File: src/rtl/dmem_responder.sv
// Responder for word read/write requests from the MEM stage, serialised into byte beats on a byte-wide synchronous RAM.
// Optional DMEM_BYTE_SKIP_EN: writes visit only enabled byte lanes.
module dmem_responder #(
  parameter int ADDR_W = 17
) (
  input  logic              clk,
  input  logic              rst,
  input  logic              req_re,
  input  logic              req_we,
  input  logic [31:0]       req_addr,
  input  logic [3:0]        req_sel,
  input  logic [31:0]       req_wdata,
  output logic              busy,
  output logic              done,
  output logic [31:0]       rdata,
  output logic              ram_en,
  output logic              ram_we,
  output logic [ADDR_W-1:0] ram_addr,
  output logic [7:0]        ram_wdata,
  input  logic [7:0]        ram_rdata
);

  typedef enum logic [2:0] {
    S_IDLE    = 3'd0,
    S_RD      = 3'd1,
    S_RD_LAST = 3'd2,
    S_WR      = 3'd3,
    S_DONE    = 3'd4
  } state_t;

  state_t              r_state;
  logic [1:0]          r_k;
  logic [ADDR_W-3:0]   r_waddr;
  logic [3:0]          r_sel;
  logic [31:0]         r_wdata;
  logic                r_busy;
  logic                r_done;
  logic [31:0]         r_rdata;
  logic                r_ram_en;
  logic                r_ram_we;
  logic [ADDR_W-1:0]   r_ram_addr;
  logic [7:0]          r_ram_wdata;

  logic [1:0]          w_k_inc;
  logic [ADDR_W-3:0]   w_req_waddr;
  logic                w_unused_addr;

  function automatic logic [7:0] lane_byte(input logic [31:0] word, input logic [1:0] lane);
    return word[{lane, 3'b000} +: 8];
  endfunction

`ifdef DMEM_BYTE_SKIP_EN
  // Returns {found, index} of the lowest set bit of mask.
  function automatic logic [2:0] first_lane(input logic [3:0] mask);
    logic [2:0] res;
    res = 3'b000;
    for (int i = 3; i >= 0; i--) begin
      if (mask[i]) res = {1'b1, 2'(i)};
    end
    return res;
  endfunction

  logic [2:0] w_acc_lane;
  logic [2:0] w_nxt_lane;
  assign w_acc_lane = first_lane(req_sel);
  assign w_nxt_lane = first_lane(r_sel & (4'b1110 << r_k));
`endif

  assign w_k_inc       = r_k + 2'd1;
  assign w_req_waddr   = req_addr[ADDR_W-1:2];
  assign w_unused_addr = ^{req_addr[31:ADDR_W], req_addr[1:0]};

  assign busy      = r_busy;
  assign done      = r_done;
  assign rdata     = r_rdata;
  assign ram_en    = r_ram_en;
  assign ram_we    = r_ram_we;
  assign ram_addr  = r_ram_addr;
  assign ram_wdata = r_ram_wdata;

  // Transaction FSM; every output is registered alongside the state that owns it.
  always_ff @(posedge clk) begin
    if (rst) begin
      r_state     <= S_IDLE;
      r_k         <= 2'd0;
      r_waddr     <= '0;
      r_sel       <= 4'd0;
      r_wdata     <= 32'd0;
      r_busy      <= 1'b0;
      r_done      <= 1'b0;
      r_rdata     <= 32'd0;
      r_ram_en    <= 1'b0;
      r_ram_we    <= 1'b0;
      r_ram_addr  <= '0;
      r_ram_wdata <= 8'd0;
    end else begin
      case (r_state)
        S_IDLE: begin
          r_done <= 1'b0;
          if (req_re) begin
            r_state    <= S_RD;
            r_k        <= 2'd0;
            r_waddr    <= w_req_waddr;
            r_busy     <= 1'b1;
            r_ram_en   <= 1'b1;
            r_ram_we   <= 1'b0;
            r_ram_addr <= {w_req_waddr, 2'b00};
          end else if (req_we) begin
            r_waddr <= w_req_waddr;
            r_sel   <= req_sel;
            r_wdata <= req_wdata;
`ifdef DMEM_BYTE_SKIP_EN
            if (w_acc_lane[2]) begin
              r_state     <= S_WR;
              r_k         <= w_acc_lane[1:0];
              r_busy      <= 1'b1;
              r_ram_en    <= 1'b1;
              r_ram_we    <= 1'b1;
              r_ram_addr  <= {w_req_waddr, w_acc_lane[1:0]};
              r_ram_wdata <= lane_byte(req_wdata, w_acc_lane[1:0]);
            end else begin
              r_state <= S_DONE;
              r_done  <= 1'b1;
            end
`else
            r_state     <= S_WR;
            r_k         <= 2'd0;
            r_busy      <= 1'b1;
            r_ram_en    <= 1'b1;
            r_ram_we    <= req_sel[0];
            r_ram_addr  <= {w_req_waddr, 2'b00};
            r_ram_wdata <= req_wdata[7:0];
`endif
          end
        end

        S_RD: begin
          // The byte requested in the previous beat is on ram_rdata now.
          if (r_k != 2'd0) begin
            r_rdata[{r_k - 2'd1, 3'b000} +: 8] <= ram_rdata;
          end
          if (r_k == 2'd3) begin
            r_state  <= S_RD_LAST;
            r_ram_en <= 1'b0;
          end else begin
            r_k        <= w_k_inc;
            r_ram_addr <= {r_waddr, w_k_inc};
          end
        end

        S_RD_LAST: begin
          r_rdata[31:24] <= ram_rdata;
          r_state        <= S_DONE;
          r_busy         <= 1'b0;
          r_done         <= 1'b1;
        end

        S_WR: begin
`ifdef DMEM_BYTE_SKIP_EN
          if (w_nxt_lane[2]) begin
            r_k         <= w_nxt_lane[1:0];
            r_ram_we    <= 1'b1;
            r_ram_addr  <= {r_waddr, w_nxt_lane[1:0]};
            r_ram_wdata <= lane_byte(r_wdata, w_nxt_lane[1:0]);
          end else begin
            r_state  <= S_DONE;
            r_ram_en <= 1'b0;
            r_ram_we <= 1'b0;
            r_busy   <= 1'b0;
            r_done   <= 1'b1;
          end
`else
          if (r_k == 2'd3) begin
            r_state  <= S_DONE;
            r_ram_en <= 1'b0;
            r_ram_we <= 1'b0;
            r_busy   <= 1'b0;
            r_done   <= 1'b1;
          end else begin
            r_k         <= w_k_inc;
            r_ram_we    <= r_sel[w_k_inc];
            r_ram_addr  <= {r_waddr, w_k_inc};
            r_ram_wdata <= lane_byte(r_wdata, w_k_inc);
          end
`endif
        end

        S_DONE: begin
          r_done  <= 1'b0;
          r_state <= S_IDLE;
        end

        default: begin
          r_state  <= S_IDLE;
          r_busy   <= 1'b0;
          r_done   <= 1'b0;
          r_ram_en <= 1'b0;
          r_ram_we <= 1'b0;
        end
      endcase
    end
  end

endmodule
File: config.mk
export PLATFORM = sky130hd
export DESIGN_NAME = dmem_responder
export DESIGN_NICKNAME = d
export VERILOG_FILES = /design/src/rtl/dmem_responder.sv
export SDC_FILE = /design/constraint.sdc
export NUM_CORES = 1
export LEC_CHECK = 0
export ABC_CLOCK_PERIOD_IN_PS = 8700
export BUFFER_PORTS_ARGS = -buffer_cell sky130_fd_sc_hd__buf_2
export CAP_MARGIN = 15
export CORE_ASPECT_RATIO = 1.5
export CORE_MARGIN = 2
export CORE_UTILIZATION = 30
export CTS_BUF_LIST = sky130_fd_sc_hd__clkbuf_8
export DETAILED_ROUTE_END_ITERATION = 10
export GPL_TIMING_DRIVEN = 0
export PLACE_DENSITY_LB_ADDON = 0.2
export SLEW_MARGIN = 10
export SYNTH_ARGS = -nofsm -noshare
export SYNTH_HDL_FRONTEND = slang
export SYNTH_SLANG_ARGS = --single-unit
File: constraint.sdc
create_clock -name clk -period 8.7 [get_ports clk]
set_clock_uncertainty 0.15 [all_clocks]
set_input_delay 2.175 -clock clk [delete_from_list [all_inputs] [get_ports clk]]
set_output_delay 2.175 -clock clk [all_outputs]
set_load 0.05 [all_outputs]
==> flow_summary.ini <==
[status]
status = complete, no violations

[placement]
dp_hpwl_um = 11460
place_area_um2 = 5846
port_buffers = 123
pre_cts_slack_ns = 4.894
dpl.cell_count = 904
gp_congestion = 0.8319

[yosys]
postSynthAreaPerCell_um2 = 8.647
postSynthCellCount = 575
synth_area_leaders = dfxtp_1 (46%), nand2_1 (11%), a21oi_1 (9.3%)
yosysMostFrequentCell = nand2_1
yosys_warnings = 0
synth_seq_area_share_pct = 46.30
synth_flop_cell = dfxtp_1
ys_ff_latch = 115
synth_edf_count = 0
yosys-top-cells-count = nand2_1 (140), dfxtp_1 (115), a21oi_1 (92)
synth_area_leader_cell = dfxtp_1
synth_nets = 662
async_reset_ff_share_pct = 0
ys_types = 45
synth_top_cell_area_share_pct = 46.30
syn_area_um2 = 4972

[min_path]
whs_path_depth = 2
hold_path_end = rdata[16]$_SDFFE_PP0P_
hold_path.startpoint = rdata[16]$_SDFFE_PP0P_
hold_path.class = reg -> reg

[pwr]
peakVddDrop_mv = 0.08713
power_density_nw_per_um2 = 215.8
p_leak_nw = 2.510
p_total_mw = 1.353

[clock_network]
cts_setup_buffers = 0
cts_hold_buf = 0
cts_tree = done
h-tree-depth = 4
cts_buffers = 17
cts_resized = 0
cts.path.max_buffers = 2
clock_sinks = 115
clk_pin_slew_ns = 0.07
insertion_delay_ns = 0.44
cts_root_buf = clkbuf_8

[worst_setup_path]
rrSetupSlack_ns = 5.21
timing.critical_path.buf_inv = 1
cp_slowest_cell = dfxtp_1
ff2ff_path_depth = 8
cp.required_ns = 6.38
path_class = reg -> out
crit_path_max_fanout = 10
arrival_ns = 1.54
timing.rr.start = r_k[0]$_SDFFE_PP0P_
critPathMaxStageDelay_ns = 0.73
start_kind = flop
r2r_end = ram_wdata[5]$_SDFFE_PP0P_
critPathTopFamily = flip-flops
crit_path_end_kind = output port
crit_path_cell_trace = buf_2

[drt]
num_vias = 4642
wire_per_inst_um = 15.86
first_pass_iters = 4
viasPerCell = 4.959
wirelength_um = 14840
antenna_left = 0
drt_iter0_markers = 174
drcViolationCount = 0

[floorplanning]
die_area_um2 = 17640
pin_count = 141
start_util_pct = 30.71
design.core.area_um2 = 16190
die_h_um = 161.7
rows = 57
die-width_um = 109.1

[grt]
grt_util_met1_pct = 19.82
grtUsageMet2_pct = 30.46
first_global_vias = 4636
busiest_layer = met2
use_met3_pct = 3.772
grt_max_degree = 17
antenna_found_initial = 0
grt_overflow = 0
grt_pass1_wl_um = 23770
gr-usage-all-layers_pct = 17.48

[finish]
layout-drive-gt1-share_pct = 25.89
num_antenna_cells = 0
final_cell_count_no_fill = 936
multi_input_area_um2 = 2467
layout.nets = 804
fin_area_um2 = 6269
register_area_um2 = 2302
nFillCells = 1690
syn2layout_area_growth_pct = 26.07

[timing]
fin_crit_ns = 3.869
drv_slew = 0
relSlewSlack_pct = 49.11
worst_pin_slew_ns = 0.7614
tns_ns = 0
setup_ws_ns = 4.831
setup_violations = 0
period_share_pct = 44.47
hold_viol = 0
max_freq_ghz = 0.2585
rsz0062_at_grt = false

[job]
cap_violations = 0
## per-stage QoR
stage | hold WS, ns | util, %
2_1_floorplan | 0.2831 | -
3_3_place_gp | 0.2877 | 36.11
3_5_place_dp | 0.2913 | 36.11
4_1_cts | 0.3008 | 38.72
5_1_grt | 0.3239 | 38.72
6_report | 0.2977 | 38.72
## kinds of logic after synthesis
kind of cell / Yosys count / synth area share [%]
compound gates: 143 / 17.59
fa+ha+maj: 7 / 1.761
buf+inv: 47 / 4.076
flops: 115 / 46.30
mux: 32 / 8.706
simple gates: 231 / 21.57
## flip-flops by register name (all words and copies together) (netlist names)
signal     flops
r_k            1
done           1
r_waddr       15
busy           1
r_sel          4
r_state        3
ram_wdata      8
rdata         32
r_wdata       32
ram_we         1
ram_addr      16
ram_en         1
## worst max path at each step
stage                   startpoint                   endpoint  slack, ns  depth (start not counted)
2_1_floorplan               req_re  ram_wdata[5]$_SDFFE_PP0P_       5.20                          5
3_3_place_gp                req_re   r_wdata[10]$_SDFFE_PP0P_       4.94                          7
5_1_grt        r_k[0]$_SDFFE_PP0P_                ram_addr[0]       4.77                          1
4_1_cts        r_k[0]$_SDFFE_PP0P_                ram_addr[0]       4.82                          1
6_report       r_k[0]$_SDFFE_PP0P_                ram_addr[0]       4.83                          1
3_5_place_dp                req_re   r_wdata[10]$_SDFFE_PP0P_       4.89                          7
## routing by layer
metal / vias to the layer above / part of all wire [%]
li1: 2305 / -
met1: 2178 / 40
met2: 132 / 53
met3: 27 / 4.6
met4: 0 / 3.0
met5: - / 0
## cell usage in the layout (no fill, tap or decap), types with 2 or more instances in the layout
master / count
a211oi_1: 6
a211oi_2: 2
a21oi_1: 92
a22oi_1: 2
a311oi_1: 19
and3_1: 2
buf_2: 134
bufinv_16: 3
clkbuf_1: 28
clkbuf_8: 21
clkinv_2: 4
dfxtp_1: 115
ha_1: 7
inv_1: 5
inv_2: 2
mux2i_1: 23
mux4_2: 9
nand2_1: 140
nand2_2: 2
nand2b_1: 20
nand3_1: 11
nand4_1: 2
nor2_1: 19
nor2b_1: 6
nor3_1: 5
o21ai_0: 8
o41ai_1: 5
or3_1: 16
## power breakdown
group	internal, mW	switching (mW)	leakage, nW
clock	0.310	0.220	0.224
combinational	0.0759	0.166	1.35
sequential	0.560	0.0206	0.939
## final cells by class
class | instances | share of cell area, %
buffer | 42 | 2.934
clock buffer | 21 | 4.611
clock inverter | 11 | 2.136
inverter | 5 | 0.2994
multi-input combinational | 413 | 39.36
sequential | 115 | 36.73
tap | 206 | 4.112
timing repair buffer | 123 | 9.820
Power figures use the tool's default switching activity.
